`src/rtl/btle_rx_pdu_fetch.sv`:
```
// -----------------------------------------------------------------------------
// btle_rx_pdu_fetch
//
// Purpose: after each decode_end from btle_rx, reads the decoded PDU out of the
// octet RAM (1-cycle registered read) and presents it as a valid/ready/last
// byte stream. It also latches per-packet status and counts packets that
// arrive while a previous packet is still being unloaded. A small FIFO
// decouples the RAM read latency from downstream stalls.
//
// Optional feature: define BTLE_RX_PDU_FETCH_CRC_FILTER_EN to consume
// crc_ok=0 packets silently. Their status still pulses, but nothing is
// streamed. When the macro is undefined, every packet is streamed.
//
// Ports:
//   clk, rst_n            clock, asynchronous active-low reset
//   decode_end            one-cycle pulse: PDU complete in RAM
//   crc_ok, best_phase,   packet info, valid with decode_end
//   payload_length
//   pdu_octet_mem_addr    RAM read address
//   pdu_octet_mem_data    RAM read data, one cycle after the address
//   m_data/m_valid/       output octet stream
//   m_last/m_ready
//   pkt_status_valid      one-cycle pulse after a packet is accepted
//   pkt_crc_ok, pkt_best_phase, pkt_num_octet, pkt_truncated
//                         latched status of the last accepted packet
//   busy                  a packet is being fetched or drained
//   drop_count            saturating count of packets lost to overrun
// -----------------------------------------------------------------------------
module btle_rx_pdu_fetch #(
    parameter int PDU_ADDR_WIDTH           = 6,
    parameter int PAYLOAD_LENGTH_BIT_WIDTH = 7,
    parameter int BEST_PHASE_BIT_WIDTH     = 3,
    parameter int FIFO_DEPTH_LOG2          = 2,
    parameter int DROP_COUNT_BIT_WIDTH     = 8
) (
    input  logic                                clk,
    input  logic                                rst_n,
    input  logic                                decode_end,
    input  logic                                crc_ok,
    input  logic [BEST_PHASE_BIT_WIDTH-1:0]     best_phase,
    input  logic [PAYLOAD_LENGTH_BIT_WIDTH-1:0] payload_length,
    output logic [PDU_ADDR_WIDTH-1:0]           pdu_octet_mem_addr,
    input  logic [7:0]                          pdu_octet_mem_data,
    output logic [7:0]                          m_data,
    output logic                                m_valid,
    output logic                                m_last,
    input  logic                                m_ready,
    output logic                                pkt_status_valid,
    output logic                                pkt_crc_ok,
    output logic [BEST_PHASE_BIT_WIDTH-1:0]     pkt_best_phase,
    output logic [PDU_ADDR_WIDTH:0]             pkt_num_octet,
    output logic                                pkt_truncated,
    output logic                                busy,
    output logic [DROP_COUNT_BIT_WIDTH-1:0]     drop_count
);

    localparam int MAX_OCTETS = 2 ** PDU_ADDR_WIDTH;
    localparam int DEPTH      = 2 ** FIFO_DEPTH_LOG2;
    localparam int CW         = FIFO_DEPTH_LOG2 + 1;          // occupancy width
    localparam int NW         = PDU_ADDR_WIDTH + 1;           // octet count width
    localparam int LW         = PAYLOAD_LENGTH_BIT_WIDTH + 1; // raw N width

    typedef enum logic [1:0] {
        ST_IDLE  = 2'd0,
        ST_FETCH = 2'd1,
        ST_DRAIN = 2'd2
    } state_t;

    state_t r_state;
    state_t w_state_next;

    // Read side
    logic [PDU_ADDR_WIDTH-1:0]       r_addr;
    logic [NW-1:0]                   r_num;
    logic                            r_rd_pending;
    logic                            r_rd_last;

    // Output FIFO, entries are {last, data}
    logic [8:0]                      r_fifo_mem [DEPTH];
    logic [FIFO_DEPTH_LOG2-1:0]      r_wr_ptr;
    logic [FIFO_DEPTH_LOG2-1:0]      r_rd_ptr;
    logic [CW-1:0]                   r_count;

    // Status
    logic                            r_status_valid;
    logic                            r_crc_ok;
    logic [BEST_PHASE_BIT_WIDTH-1:0] r_best_phase;
    logic                            r_truncated;
    logic [DROP_COUNT_BIT_WIDTH-1:0] r_drop_count;

    logic [LW-1:0]                   w_n_raw;
    logic                            w_n_trunc;
    logic [NW-1:0]                   w_n;
    logic [CW-1:0]                   w_occupancy;
    logic                            w_has_room;
    logic                            w_issue_last;
    logic [8:0]                      w_head;
    logic                            w_push;
    logic                            w_pop;
    logic                            w_accept;
    logic                            w_start;
    logic                            w_issue;
    logic                            w_drop;

    // Octet count: two header octets plus payload, clamped to RAM size.
    assign w_n_raw   = LW'(payload_length) + LW'(2);
    assign w_n_trunc = int'(w_n_raw) > MAX_OCTETS;
    assign w_n       = w_n_trunc ? NW'(MAX_OCTETS) : NW'(w_n_raw);

    // A read is only issued if its data is guaranteed a FIFO slot, so the
    // RAM never has to be stalled mid-read.
    assign w_occupancy  = r_count + CW'(r_rd_pending);
    assign w_has_room   = w_occupancy < CW'(DEPTH);
    assign w_issue_last = (NW'(r_addr) + NW'(1)) == r_num;

    assign w_head = r_fifo_mem[r_rd_ptr];
    assign w_push = r_rd_pending;
    assign w_pop  = (r_count != '0) && m_ready;

    always_ff @(posedge clk or negedge rst_n) begin
        if (!rst_n) begin
            r_state <= ST_IDLE;
        end else begin
            r_state <= w_state_next;
        end
    end

    always_comb begin
        w_state_next = r_state;
        w_accept     = 1'b0;
        w_start      = 1'b0;
        w_issue      = 1'b0;
        w_drop       = 1'b0;
        case (r_state)
            ST_IDLE: begin
                if (decode_end) begin
                    w_accept = 1'b1;
`ifdef BTLE_RX_PDU_FETCH_CRC_FILTER_EN
                    if (crc_ok) begin
                        w_start      = 1'b1;
                        w_state_next = ST_FETCH;
                    end
`else
                    w_start      = 1'b1;
                    w_state_next = ST_FETCH;
`endif
                end
            end
            ST_FETCH: begin
                w_drop  = decode_end;
                w_issue = w_has_room;
                if (w_has_room && w_issue_last) begin
                    w_state_next = ST_DRAIN;
                end
            end
            ST_DRAIN: begin
                w_drop = decode_end;
                if (w_pop && w_head[8]) begin
                    w_state_next = ST_IDLE;
                end
            end
            default: w_state_next = ST_IDLE;
        endcase
    end

    // Address generation and in-flight read tracking. The address sits at
    // N-1 through DRAIN and only returns to 0 when the packet is finished.
    always_ff @(posedge clk or negedge rst_n) begin
        if (!rst_n) begin
            r_addr       <= '0;
            r_num        <= '0;
            r_rd_pending <= 1'b0;
            r_rd_last    <= 1'b0;
        end else begin
            r_rd_pending <= w_issue;
            r_rd_last    <= w_issue && w_issue_last;
            if (w_accept) begin
                r_num <= w_n;
            end
            if (w_start) begin
                r_addr <= '0;
            end else if (w_issue && !w_issue_last) begin
                r_addr <= r_addr + PDU_ADDR_WIDTH'(1);
            end else if (r_state != ST_IDLE && w_state_next == ST_IDLE) begin
                r_addr <= '0;
            end
        end
    end

    // Output FIFO. The head is read combinationally so that data and last
    // stay put while the consumer stalls.
    always_ff @(posedge clk or negedge rst_n) begin
        if (!rst_n) begin
            for (int i = 0; i < DEPTH; i++) begin
                r_fifo_mem[i] <= '0;
            end
            r_wr_ptr <= '0;
            r_rd_ptr <= '0;
            r_count  <= '0;
        end else begin
            if (w_push) begin
                r_fifo_mem[r_wr_ptr] <= {r_rd_last, pdu_octet_mem_data};
                r_wr_ptr             <= r_wr_ptr + FIFO_DEPTH_LOG2'(1);
            end
            if (w_pop) begin
                r_rd_ptr <= r_rd_ptr + FIFO_DEPTH_LOG2'(1);
            end
            case ({w_push, w_pop})
                2'b10:   r_count <= r_count + CW'(1);
                2'b01:   r_count <= r_count - CW'(1);
                default: r_count <= r_count;
            endcase
        end
    end

    // Status latch and overrun counter
    always_ff @(posedge clk or negedge rst_n) begin
        if (!rst_n) begin
            r_status_valid <= 1'b0;
            r_crc_ok       <= 1'b0;
            r_best_phase   <= '0;
            r_truncated    <= 1'b0;
            r_drop_count   <= '0;
        end else begin
            r_status_valid <= w_accept;
            if (w_accept) begin
                r_crc_ok     <= crc_ok;
                r_best_phase <= best_phase;
                r_truncated  <= w_n_trunc;
            end
            if (w_drop && (r_drop_count != '1)) begin
                r_drop_count <= r_drop_count + DROP_COUNT_BIT_WIDTH'(1);
            end
        end
    end

    assign pdu_octet_mem_addr = r_addr;
    assign m_valid            = (r_count != '0);
    assign m_data             = w_head[7:0];
    assign m_last             = w_head[8];
    assign pkt_status_valid   = r_status_valid;
    assign pkt_crc_ok         = r_crc_ok;
    assign pkt_best_phase     = r_best_phase;
    assign pkt_num_octet      = r_num;
    assign pkt_truncated      = r_truncated;
    assign busy               = (r_state != ST_IDLE);
    assign drop_count         = r_drop_count;

endmodule

```
`config.mk`:
```
export PLATFORM = sky130hd
export DESIGN_NAME = btle_rx_pdu_fetch
export DESIGN_NICKNAME = d
export VERILOG_FILES = /design/src/rtl/btle_rx_pdu_fetch.sv
export SDC_FILE = /design/constraint.sdc
export NUM_CORES = 1
export LEC_CHECK = 0
export BUFFER_PORTS_ARGS = -buffer_cell sky130_fd_sc_hd__clkbuf_2
export CORE_MARGIN = 3
export CORE_UTILIZATION = 30
export CTS_BUF_LIST = sky130_fd_sc_hd__clkbuf_16
export CTS_CLUSTER_SIZE = 16
export DETAILED_ROUTE_END_ITERATION = 6
export PLACE_DENSITY = 0.45
export SLEW_MARGIN = 20
export SYNTH_ARGS = -nofsm -noshare
export SYNTH_HDL_FRONTEND = slang
export SYNTH_SLANG_ARGS = --single-unit
export TNS_END_PERCENT = 20
```
`constraint.sdc`:
```
create_clock -name clk -period 7.19 [get_ports clk]
set_clock_uncertainty 0.15 [all_clocks]
set_input_delay 0.719 -clock clk [delete_from_list [all_inputs] [get_ports clk]]
set_output_delay 0.719 -clock clk [all_outputs]
set_load 0.05 [all_outputs]
```
==> key figures <==
Floorplan
  • Initial Util: 31.12%
  • Die Height: 115.8 um
  • Rows: 39
  • Die area: 13400 um2
  • DIE WIDTH: 115.8 um
  • I/O pin count: 61
  • Core area: 11610 um2

Yosys
  • Total nets after synthesis: 334
  • Cell Area, Synth: 3615 um2
  • Post-synth EDFFs: 0
  • Mapped Cells: 298
  • Unique cell type count in the Yosys netlist: 43
  • FFs w/ async S/R, synth: 100.0%
  • Seq cells post-synth: 74
  • Seq/Total Area, Yosys: 51.23%
  • Yosys warns: 0
  • Mean Syn Cell Area: 12.13 um2
  • Top FF cell, synth: dfrtp_1

Pwr
  • Combinational fraction of design power: 26.8%
  • Sw power: 0.4753 mW
  • Seq pwr share: 37.5%
  • PwrDens: 317.7 nW/um2
  • Power Internal: 0.9240 mW
  • Worst VDD drop: 0.1868 mV
  • Net Sw Frac: 33.96%
  • Power Total: 1.399 mW
  • Clk pwr share: 35.7%
  • Pleak: 2.080 nW

STA
  • Relative slew slack: 36.08%
  • Final hold vios: 0
  • Max Slew Vio Count: 0
  • RSZ-0062 raised after global routing: false
  • Final setup vio count: 0
  • Final period utilization: 40.68%
  • Fin crit period: 2.925 ns
  • FMAX: 0.3419 GHz
  • Least-Margin Pin Slew: 0.9589 ns
  • Fin Setup TNS: 0 ns

Drt
  • Final WL: 7572 um
  • Pre-antenna DRT Iters: 4
  • Mean routed wirelength per cell: 14.82 um
  • Via-to-Cell Ratio: 4.855
  • Iteration-0 DRC Markers: 123
  • Detailed-route DRC error count: 0
  • Routed vias: 2481
  • Post-DRT Antenna Nets: 0

Worst setup path
  • Worst path max stage delay: 0.50 ns
  • CP Capture Type: flop
  • Reg2reg start: pdu_octet_mem_addr[0]$_DFFE_PN0P_
  • Slowest cell on the critical path: dfrtp_1
  • Crit path required time: 7.25 ns
  • Setup crit start kind: flop
  • Register-to-Register Path Depth: 8
  • R2r endpoint: pdu_octet_mem_addr[2]$_DFFE_PN0P_
  • R2r setup slk: 4.27 ns
  • CP Class: flop to flop
  • Crit path launch: pdu_octet_mem_addr[0]$_DFFE_PN0P_
  • CP Data Arrival Time: 2.99 ns
  • Worst-path cell chain: ha_1 -> nor2b_1 -> or3_1 -> a311oi_1 -> o211ai_1 -> a311oi_2 -> o21ai_0 -> a32o_1
  • Crit Path Max Fanout: 7

Finish
  • Antenna Cells: 0
  • Final #Nets: 399
  • Share of layout cells above drive strength 1: 33.15%
  • Syn-to-layout area delta: 21.84%

Clocking
  • TritonCTS Buffers: 9
  • Clock net sink count: 74
  • Root buffer cell: clkbuf_16
  • Post-CTS Setup Bufs: 0
  • Clock Latency Late Sink: 0.33 ns
  • CTS clk-pin slew, worst paths: 0.05 ns
  • # resized after CTS: 0
  • Hold Buf Count CTS: 0
  • TritonCTS clock tree: built
  • CTS H-tree lvls: 3
  • Clock tree buffer depth: 2

Hold path
  • Worst hold path startpoint: pkt_best_phase[2]$_DFFE_PN0P_
  • Hold Path Class: flop to flop
  • Worst hold path depth: 2
  • Hold EP: pkt_best_phase[2]$_DFFE_PN0P_

Job
  • Maxcap violations: 0

GRT
  • Initial antenna violation count: 0
  • Largest net degree at the start of global routing: 75
  • Grt total ovfl: 0
  • First-pass GRT wire length: 12510 um
  • Vias in the first global route: 2517
  • Gr usage total: 12.02%

Place
  • Post-DP HPWL: 5308 um
  • Placer Congestion: 0.8062
  • Port bufs: 60

Outcome
  • Status: finished clean
-- cell families after synthesis --
family,Yosys count,share of synthesized area [%]
mux,47,17.41
simple gates,76,9.692
xor+xnor,29,7.027
flops,74,51.23
buf+inv,21,2.284
compound gates,38,7.650
fa+ha+maj,13,4.707
-- final cells by class --
type	instances	area, um2
clock buffers	9	225.2
clock inverters	7	108.9
repair buffers	60	302.8
fillers	1177	7209
inverters	15	56.30
multi-input cells	203	1680
flip-flops and latches	74	1852
well taps	143	178.9
-- routing by layer --
metal	vias up	GRT usage [%]	wire, um
met5	-	0	0
met4	0	3.944	124
met3	11	3.969	437
met2	71	19.60	3586
met1	1199	15.11	3423
li1	1200	-	-
-- cell usage in the layout (no fill, tap or decap), types with 2 or more instances in the layout --
cell type	synthesis	layout
clkbuf_16	0	9
xor2_1	12	12
o21a_1	2	2
bufinv_16	0	3
a221o_1	2	2
nor3_1	3	3
a22o_1	3	3
a21oi_1	2	2
nand2_1	34	34
mux4_2	9	9
o211a_1	2	2
clkinv_1	0	2
nand4_1	4	4
nor2_1	13	13
mux2_2	37	37
inv_1	14	15
a21boi_0	2	2
a31oi_1	3	3
nor2b_1	4	4
o21ai_0	10	10
nand3_1	7	7
ha_1	12	12
dfrtp_1	74	74
or3_1	2	2
and3_1	5	5
clkbuf_2	0	59
o211ai_1	3	3
xnor2_1	17	17
-- critical path, delay by kind of cell, from the launching register on --
kind | cells | cell delay (ns)
compound gates | 5 | 1.37
simple gates | 2 | 0.44
flops | 1 | 0.50
fa+ha+maj | 1 | 0.35
-- flip-flops by register name, summed over array words and instances, names as in the netlist, 2 cells and up --
signal / cells
r_count: 3
r_state: 2
pdu_octet_mem_addr: 6
r_wr_ptr: 2
drop_count: 8
pkt_best_phase: 3
r_fifo_mem: 36
r_rd_ptr: 2
pkt_num_octet: 7
-- power groups by stage --
| stage | combinational, mW | clock (mW) | sequential [mW] |
|---|---|---|---|
| 2_1_floorplan | 0.257 | 0 | 0.563 |
| 3_3_place_gp | 0.376 | 0 | 0.533 |
| 3_5_place_dp | 0.381 | 0 | 0.533 |
| 4_1_cts | 0.382 | 0.520 | 0.526 |
| 5_1_grt | 0.402 | 0.541 | 0.534 |
| 6_report | 0.375 | 0.500 | 0.525 |
-- stage by stage --
step                hold WS (ns)  area (um2)  cells  setup WS (ns)  utilization [%]
global route              0.3650        4404    511          4.041            37.92
CTS                       0.3366        4404    511          4.246            37.92
finish                    0.3319        4404    511          4.265            37.92
global placement          0.3131        4070    495          4.327            35.05
detailed placement        0.3224        4070    495          4.259            35.05
floorplan                 0.2734        3615    298          4.262                -
-- cells in the mapped netlist (all sizes together) (4+ instances only) --
cell | n | area share (%)
mux2 | 37 | 12
nor2b | 4 | 0.69
o21ai | 11 | 1.5
nor2 | 13 | 1.4
xnor2 | 17 | 4.1
nand3 | 7 | 0.97
inv | 15 | 1.6
and3 | 5 | 0.87
mux4 | 9 | 5.6
xor2 | 12 | 2.9
buf | 4 | 0.52
nand4 | 4 | 0.69
dfrtp | 74 | 51
ha | 12 | 4.2
nand2 | 34 | 3.5
-- worst max-delay path by stage --
stage,slack (ns),cells past startpoint,endpoint
floorplan,4.26,8,pdu_octet_mem_addr[4]$_DFFE_PN0P_
global placement,4.33,8,pdu_octet_mem_addr[2]$_DFFE_PN0P_
detailed placement,4.26,8,pdu_octet_mem_addr[2]$_DFFE_PN0P_
CTS,4.25,8,pdu_octet_mem_addr[2]$_DFFE_PN0P_
global route,4.04,8,pdu_octet_mem_addr[2]$_DFFE_PN0P_
finish,4.27,8,pdu_octet_mem_addr[2]$_DFFE_PN0P_
Power figures use the tool's default switching activity.
